File: src/rtl/minc_trace_pkg.sv
// minc_trace_pkg
//   Shared definitions for the minc trace capture block.
//   state_t  : capture/dump state machine encoding
//   entry_w  : width of one buffer entry {pc, top, sp}
package minc_trace_pkg;

    typedef enum logic [1:0] {
        IDLE  = 2'd0,
        ARMED = 2'd1,
        POST  = 2'd2,
        DUMP  = 2'd3
    } state_t;

    function automatic int entry_w(input int pc_w, input int data_w, input int sp_w);
        return pc_w + data_w + sp_w;
    endfunction

endpackage

File: src/rtl/minc_trace_if.sv
// minc_trace_if
//   Read-out stream of the trace buffer (valid/ready, oldest entry first).
//   rd_valid : entry on rd_data is valid
//   rd_ready : consumer accepts the entry
//   rd_data  : {pc, top, sp}, pc in the MSBs
//   rd_last  : current entry is the final one of the window
//   master modport = trace block, slave modport = consumer
interface minc_trace_if
    import minc_trace_pkg::*;
#(
    parameter int W = entry_w(8, 8, 8)
);
    logic         rd_valid;
    logic         rd_ready;
    logic [W-1:0] rd_data;
    logic         rd_last;

    modport master (output rd_valid, output rd_data, output rd_last, input rd_ready);
    modport slave  (input rd_valid, input rd_data, input rd_last, output rd_ready);
endinterface

File: src/rtl/minc_trace_ram.sv
// minc_trace_ram
//   DEPTH x W register array, one synchronous write port and one
//   asynchronous read port. Contents are not reset.
//   CLK   : write clock
//   we    : write enable
//   waddr : write address
//   wdata : write data
//   raddr : read address
//   rdata : mem[raddr], combinational
module minc_trace_ram #(
    parameter int DEPTH = 64,
    parameter int W     = 24,
    parameter int AW    = $clog2(DEPTH)
) (
    input  logic          CLK,
    input  logic          we,
    input  logic [AW-1:0] waddr,
    input  logic [W-1:0]  wdata,
    input  logic [AW-1:0] raddr,
    output logic [W-1:0]  rdata
);
    logic [W-1:0] mem [DEPTH];

    always_ff @(posedge CLK) begin
        if (we) begin
            mem[waddr] <= wdata;
        end
    end

    assign rdata = mem[raddr];
endmodule

File: src/rtl/minc_trace.sv
// minc_trace
//   Trace capture for the minc core. Every retired step stores {pc, top, sp}
//   into a circular buffer; after a PC-match or forced trigger plus
//   post_count further steps the capture stops and the window is streamed
//   out oldest-first on the rd interface.
//   CLK, nRESET       : clock, asynchronous active-low reset
//   step_valid        : core retired a step, sample pc_in/top_in/sp_in
//   arm               : clear buffer and start capturing
//   trig_en, trig_pc  : PC-match trigger
//   force_trig        : unconditional trigger (held pending until a step)
//   post_count        : samples stored after the trigger sample
//   armed, triggered, wrapped, fill : status
//   rd                : read-out stream (master side)
module minc_trace
    import minc_trace_pkg::*;
#(
    parameter int PC_W   = 8,
    parameter int DATA_W = 8,
    parameter int SP_W   = 8,
    parameter int DEPTH  = 64,
    parameter int AW     = $clog2(DEPTH)
) (
    input  logic              CLK,
    input  logic              nRESET,
    input  logic              step_valid,
    input  logic [PC_W-1:0]   pc_in,
    input  logic [DATA_W-1:0] top_in,
    input  logic [SP_W-1:0]   sp_in,
    input  logic              arm,
    input  logic              trig_en,
    input  logic [PC_W-1:0]   trig_pc,
    input  logic              force_trig,
    input  logic [AW-1:0]     post_count,
    output logic              armed,
    output logic              triggered,
    output logic              wrapped,
    output logic [AW:0]       fill,
    minc_trace_if.master      rd
);
    localparam int EW = entry_w(PC_W, DATA_W, SP_W);

    state_t        state_q, state_d;
    logic [AW-1:0] wptr_q, wptr_d;
    logic [AW-1:0] rptr_q, rptr_d;
    logic [AW:0]   fill_q, fill_d;
    logic [AW:0]   cnt_q, cnt_d;
    logic [AW-1:0] remaining_q, remaining_d;
    logic          triggered_q, triggered_d;
    logic          wrapped_q, wrapped_d;
    logic          pend_q, pend_d;
    logic          do_write;
    logic          finish;
    logic          hit;
    logic [EW-1:0] ram_rdata;

    always_ff @(posedge CLK or negedge nRESET) begin
        if (!nRESET) begin
            state_q     <= IDLE;
            wptr_q      <= '0;
            rptr_q      <= '0;
            fill_q      <= '0;
            cnt_q       <= '0;
            remaining_q <= '0;
            triggered_q <= 1'b0;
            wrapped_q   <= 1'b0;
            pend_q      <= 1'b0;
        end else begin
            state_q     <= state_d;
            wptr_q      <= wptr_d;
            rptr_q      <= rptr_d;
            fill_q      <= fill_d;
            cnt_q       <= cnt_d;
            remaining_q <= remaining_d;
            triggered_q <= triggered_d;
            wrapped_q   <= wrapped_d;
            pend_q      <= pend_d;
        end
    end

    // A force_trig that arrived without a step is remembered in pend_q.
    assign hit = step_valid && ((trig_en && (pc_in == trig_pc)) || force_trig || pend_q);

    always_comb begin
        state_d     = state_q;
        wptr_d      = wptr_q;
        rptr_d      = rptr_q;
        fill_d      = fill_q;
        cnt_d       = cnt_q;
        remaining_d = remaining_q;
        triggered_d = triggered_q;
        wrapped_d   = wrapped_q;
        pend_d      = pend_q;
        do_write    = 1'b0;
        finish      = 1'b0;

        if (arm) begin
            state_d     = ARMED;
            wptr_d      = '0;
            fill_d      = '0;
            triggered_d = 1'b0;
            wrapped_d   = 1'b0;
            pend_d      = 1'b0;
        end else begin
            unique case (state_q)
                ARMED: begin
                    if (step_valid) begin
                        do_write = 1'b1;
                        if (hit) begin
                            // post_count is AW bits wide, so it never exceeds DEPTH-1.
                            triggered_d = 1'b1;
                            pend_d      = 1'b0;
                            remaining_d = post_count;
                            if (post_count == '0) begin
                                finish = 1'b1;
                            end else begin
                                state_d = POST;
                            end
                        end
                    end else if (force_trig) begin
                        pend_d = 1'b1;
                    end
                end
                POST: begin
                    if (step_valid) begin
                        do_write    = 1'b1;
                        remaining_d = remaining_q - 1'b1;
                        if (remaining_q == AW'(1)) begin
                            finish = 1'b1;
                        end
                    end
                end
                DUMP: begin
                    if (rd.rd_ready) begin
                        rptr_d = rptr_q + 1'b1;
                        cnt_d  = cnt_q - 1'b1;
                        if (cnt_q == (AW+1)'(1)) begin
                            state_d = IDLE;
                        end
                    end
                end
                default: begin
                end
            endcase
        end

        // Once full, fill saturates and each further write drops the oldest entry.
        if (do_write) begin
            wptr_d = wptr_q + 1'b1;
            if (fill_q == (AW+1)'(DEPTH)) begin
                wrapped_d = 1'b1;
            end else begin
                fill_d = fill_q + 1'b1;
            end
        end

        // After a wrap the oldest entry sits at the next write slot.
        if (finish) begin
            state_d = DUMP;
            rptr_d  = wrapped_d ? wptr_d : '0;
            cnt_d   = fill_d;
        end
    end

    minc_trace_ram #(
        .DEPTH (DEPTH),
        .W     (EW),
        .AW    (AW)
    ) u_ram (
        .CLK   (CLK),
        .we    (do_write),
        .waddr (wptr_q),
        .wdata ({pc_in, top_in, sp_in}),
        .raddr (rptr_q),
        .rdata (ram_rdata)
    );

    assign armed       = (state_q == ARMED);
    assign triggered   = triggered_q;
    assign wrapped     = wrapped_q;
    assign fill        = fill_q;
    assign rd.rd_valid = (state_q == DUMP);
    assign rd.rd_last  = (state_q == DUMP) && (cnt_q == (AW+1)'(1));
    assign rd.rd_data  = (state_q == DUMP) ? ram_rdata : '0;
endmodule

File: src/flat_wrapper.sv
// flat-port wrapper written by rule: the top's interface ports become plain ports
module minc_trace_flat import minc_trace_pkg::*;
#(
    parameter int PC_W   = 8,
    parameter int DATA_W = 8,
    parameter int SP_W   = 8,
    parameter int DEPTH  = 64,
    parameter int AW     = $clog2(DEPTH)
)
  (CLK, nRESET, step_valid, pc_in, top_in, sp_in, arm, trig_en, trig_pc, force_trig, post_count, armed, triggered, wrapped, fill, rd_rd_valid, rd_rd_data, rd_rd_last, rd_rd_ready);
  minc_trace_if #(.W((24))) rd_i ();
  input  logic CLK;
  input  logic nRESET;
  input  logic step_valid;
  input  logic [PC_W-1:0] pc_in;
  input  logic [DATA_W-1:0] top_in;
  input  logic [SP_W-1:0] sp_in;
  input  logic arm;
  input  logic trig_en;
  input  logic [PC_W-1:0] trig_pc;
  input  logic force_trig;
  input  logic [AW-1:0] post_count;
  output logic armed;
  output logic triggered;
  output logic wrapped;
  output logic [AW:0] fill;
  output wire logic [$bits(rd_i.rd_valid)-1:0] rd_rd_valid;
  output wire logic [$bits(rd_i.rd_data)-1:0] rd_rd_data;
  output wire logic [$bits(rd_i.rd_last)-1:0] rd_rd_last;
  input wire logic [$bits(rd_i.rd_ready)-1:0] rd_rd_ready;
  assign rd_rd_valid = rd_i.rd_valid;
  assign rd_rd_data = rd_i.rd_data;
  assign rd_rd_last = rd_i.rd_last;
  assign rd_i.rd_ready = rd_rd_ready;
  minc_trace #(.PC_W(PC_W), .DATA_W(DATA_W), .SP_W(SP_W), .DEPTH(DEPTH), .AW(AW)) u_core (.CLK(CLK), .nRESET(nRESET), .step_valid(step_valid), .pc_in(pc_in), .top_in(top_in), .sp_in(sp_in), .arm(arm), .trig_en(trig_en), .trig_pc(trig_pc), .force_trig(force_trig), .post_count(post_count), .armed(armed), .triggered(triggered), .wrapped(wrapped), .fill(fill), .rd(rd_i));
endmodule
File: config.mk
export PLATFORM = sky130hd
export DESIGN_NAME = minc_trace_flat
export DESIGN_NICKNAME = d
export VERILOG_FILES = /design/src/rtl/minc_trace_pkg.sv /design/src/rtl/minc_trace_if.sv /design/src/rtl/minc_trace_ram.sv /design/src/rtl/minc_trace.sv /design/src/flat_wrapper.sv
export SDC_FILE = /design/constraint.sdc
export NUM_CORES = 2
export LEC_CHECK = 0
export CORE_ASPECT_RATIO = 1.4
export CORE_MARGIN = 8
export CORE_UTILIZATION = 56
export CTS_CLUSTER_DIAMETER = 80
export CTS_CLUSTER_SIZE = 25
export DETAILED_ROUTE_END_ITERATION = 7
export GPL_ROUTABILITY_DRIVEN = 1
export PLACE_DENSITY_LB_ADDON = 0.25
export SLEW_MARGIN = 30
export SYNTH_ARGS = -nofsm -noshare
export SYNTH_HDL_FRONTEND = slang
export SYNTH_HIERARCHICAL = 1
export SYNTH_SLANG_ARGS = --single-unit
File: constraint.sdc
create_clock -name CLK -period 4 [get_ports CLK]
set_clock_uncertainty 0.2 [all_clocks]
set_input_delay 0.8 -clock CLK [delete_from_list [all_inputs] [get_ports CLK]]
set_output_delay 0.8 -clock CLK [all_outputs]
set_load 0.005 [all_outputs]
==> results.md <==
* Final std cells w/o fill at roughly 4700
* CP Data Required Time at roughly 3 ns
* DRC viols at 0
* H-tree levels at 3
* Drt wl/cell at roughly 33 um
* Rows at roughly 140
* Clock Sink Count at 1573
* Die Height at 407 um
* Worst Setup Start Kind: register
* Mapped Area at 61300 um2
* Vias in the first global route at 32200
* P per Cell Area at 530 nW/um2
* Post-synth top flop: edfxtp_1
* Slew Limit Fails at 0
* Sequential share of power at 49.0%
* Final net count at between 3000 and 4000
* GRT Residual Overflow at 0
* Placer Congestion at slightly below 0.9
* Slew headroom at a little under a third
* Max frequency at 228 MHz
* Pre-Repair DR Iteration Count at 8
* RSZ-0062 raised after global routing: yes
* Period utilization at 110%
* Dpl cell area at 66200 um2
* Mean Syn Cell Area at ~21 um2
* Register-to-register setup slack at 0.88 ns
* Die area at ~120000 um2
* Ys Warns at 6
* Setup TNS at -7.54 ns
* CTS tree: built
* Max VDD drop at between 0.0004 and 0.0005 V
* CTS Root Cell: clkbuf_16
* Clock group share of total power at roughly 22%
* Largest net degree at the start of global routing at between 60 and 70
* Placed cell count at around 4500
* Commonest cells after routing, fill and taps aside: edfxtp_1 (1536), mux4_2 (355), buf_4 (249)
* FF+latch count, synth at 1573
* Post-synthesis mux area share at 15.6%
* Layout cells sized above 1 at 35.5%
* Total of max-cap violations at 0
* Sw frac at between 20% and 30%
* Placed wire-length estimate at ~97 mm
* GR Util All Layers at a little over a quarter
* Simple-gate share of the synthesized area at under 10%
* Synth Area in Compound Gates at under 10%
* Pint at about 0.027 W
* RR Endpoint: u_core/cnt_q[2]
* Post-synth EDFFs at 1536
* Final setup vio count at 24
* Min cycle time layout at roughly 4.4 ns
* Distinct cells, synth at 65
* Num CTS Buffers at 73
* Clk buf depth at 3
* Final Hold Fails at 0
* Crit. End Element: primary output
* Final WS setup at -0.380 ns
* Number of antenna violations at the first check in global routing at 4
* Design area at ~71000 um2
* Failing checks: setup timing
* FFs w/ async S/R, synth at 2.35%
* Cells after synthesis at 2866
* Area grow syn2layout at 15.4%
* Leakage power at approximately 22 nW
* Critical R2R Launch: u_core/state_q[0]
* Worst-margin pin slew at 1.03 ns
* Hold_sp: pc_in[0]
* I/O pin count at between 80 and 90
* PnR Total Power at approximately 0.037 W
* Clock transition at path regs at roughly 0.1 ns
* FF-to-FF path depth at 8
* Critical path peak fanout at 5
* Post-Synth XOR/XNOR Area at less than 1%
* Crit Path Class: register to primary output
* Vias/cell at roughly 6.5
* Synth Area in Adders at less than 1%
* Seq/Total Area, Yosys at approximately 77%
* Switching power at approximately 0.01 W
* Via count at slightly above 30000
* Worst min-delay path endpoint: u_core/u_ram/mem[54][16]
* Starting density of the core at between 50 and 60%
* Main combinational cell family by area after synthesis: multiplexers
* Buffers on Ports at 80
* Worst hold-check path type: primary input to register
* Logic pwr share at about 29%
* Most common cell after layout, fill and taps aside: edfxtp_1
* Initial drt markers at about 3300
* Post-route ant nets at 0
* Filler cell count at a little under 7000
* Hold Path Stages at 1
* Core ar. at 109000 um2
* Dpl ws at -0.475 ns
* Outcome: finished, violations left
* Later-pin clock latency in the skew report at 0.70 ns
* Crit path arrival time at around 3.4 ns
* Post-synth net total at roughly 2900
* Die span in x at about 300 um
* Total Wirelength at ~160 mm
* First-pass GRT wire length at about 230 mm
-- metal layers --
layer	track usage [%]	share of wire [%]
met4	14.4	6.1
met1	32.4	35
met3	2.96	6.9
met2	45.0	52
met5	0	0
-- sequential cells by signal, summed over array words and instances, names as in the netlist --
signal / cells
u_core/cnt_q: 7
u_core/fill: 7
u_core/pend_q: 1
u_core/remaining_q: 6
u_core/rptr_q: 6
u_core/state_q: 2
u_core/triggered: 1
u_core/u_ram/mem: 1536
u_core/wptr_q: 6
u_core/wrapped: 1
-- synth_stat cells (all sizes together) (2+ instances only) --
library cell / instances / area share [%]
nand2b: 8 / 0.082
nand4b: 3 / 0.043
nand3: 25 / 0.20
and4: 3 / 0.043
and3: 21 / 0.21
nor4b: 3 / 0.043
nand4: 7 / 0.071
nand3b: 3 / 0.037
mux4: 355 / 13
a22oi: 31 / 0.38
mux2: 54 / 0.99
ha: 11 / 0.22
nor2b: 13 / 0.13
o211a: 2 / 0.033
clkbuf: 53 / 0.33
nor3: 12 / 0.11
a31oi: 16 / 0.16
a221o: 5 / 0.082
dfrtp: 37 / 1.5
nand2: 58 / 0.36
a21oi: 35 / 0.29
mux2i: 96 / 1.6
or2: 5 / 0.051
nor4: 5 / 0.061
xnor2: 9 / 0.13
a211o: 3 / 0.043
or3: 11 / 0.11
o21a: 14 / 0.17
and2: 31 / 0.32
o22ai: 53 / 0.54
or3b: 3 / 0.043
o21ai: 29 / 0.24
buf: 101 / 1.0
a2bb2oi: 2 / 0.029
a221oi: 55 / 0.81
edfxtp: 1536 / 75
inv: 16 / 0.098
o211ai: 4 / 0.049
xor2: 17 / 0.24
nor2: 108 / 0.67
-- layout make-up --
class	count	area, um2	area share [%]
diodes	3	7.51	0.0106
clock buffers	81	1900	2.68
clock inverters	9	110	0.156
inverters	17	63.8	0.0902
multi-input cells	1122	14800	20.9
flip-flops and latches	1573	47100	66.5
well taps	1450	1810	2.56
repair buffers	463	4990	7.05
-- worst max-delay path by stage --
stage	startpoint	end	cells after the start
after floorplan	step_valid	u_core/u_ram/mem[48][0]	5
after global placement	u_core/rptr_q[0]	rd_rd_data[15]	9
after detailed placement	u_core/rptr_q[0]	rd_rd_data[15]	9
after CTS	u_core/rptr_q[0]	rd_rd_data[2]	13
after global routing	u_core/rptr_q[0]	rd_rd_data[10]	11
final	u_core/rptr_q[0]	rd_rd_data[5]	11
-- worst max-delay path, stage by stage, from the launching register on --
cell	delay [ns]
dfrtp_4	0.54
buf_8	0.17
buf_12	0.13
buf_4	0.13
mux4_2	0.43
mux2_4	0.30
a221oi_2	0.26
buf_4	0.24
a31oi_4	0.06
o21a_1	0.14
and2_1	0.15
buf_2	0.12
-- timing repair --
action	CTS	global route
endpoints found under the hold margin	0	37
hold buffers	0	1
cloned	12	3
setup buffers	67	21
pin swaps	65	33
setup endpoints to repair	24	24
gates resized for setup	356	81
-- power groups by stage --
stage | clock (W) | combinational (W) | sequential, W
5_1_grt | 0.00888 | 0.0113 | 0.0184
6_report | 0.00827 | 0.0108 | 0.0184
3_3_place_gp | 0 | 0.00842 | 0.0188
3_5_place_dp | 0 | 0.00855 | 0.0188
4_1_cts | 0.00839 | 0.0106 | 0.0184
2_1_floorplan | 0 | 0.00541 | 0.0187
-- logic make-up (layout without fill, tap and decap cells) --
kind of cell	after synthesis	after routing
AOI/OAI and AO/OA	257	257
xor gates and xnor gates	26	26
adders and majority gates	11	11
buffers and inverters	171	570
DFF	1573	1573
muxes	505	505
other	0	3
and+or+nand+nor	323	323
-- stage by stage --
| step | utilization (%) | hold slack [ns] |
|---|---|---|
| finish | 65.1 | 0.197 |
| floorplan | - | 0.286 |
| global placement | 60.9 | 0.301 |
| detailed placement | 60.9 | 0.358 |
| global route | 65.1 | 0.196 |
| CTS | 64.7 | 0.00898 |
Note: power is estimated with default switching activity, not from simulation.
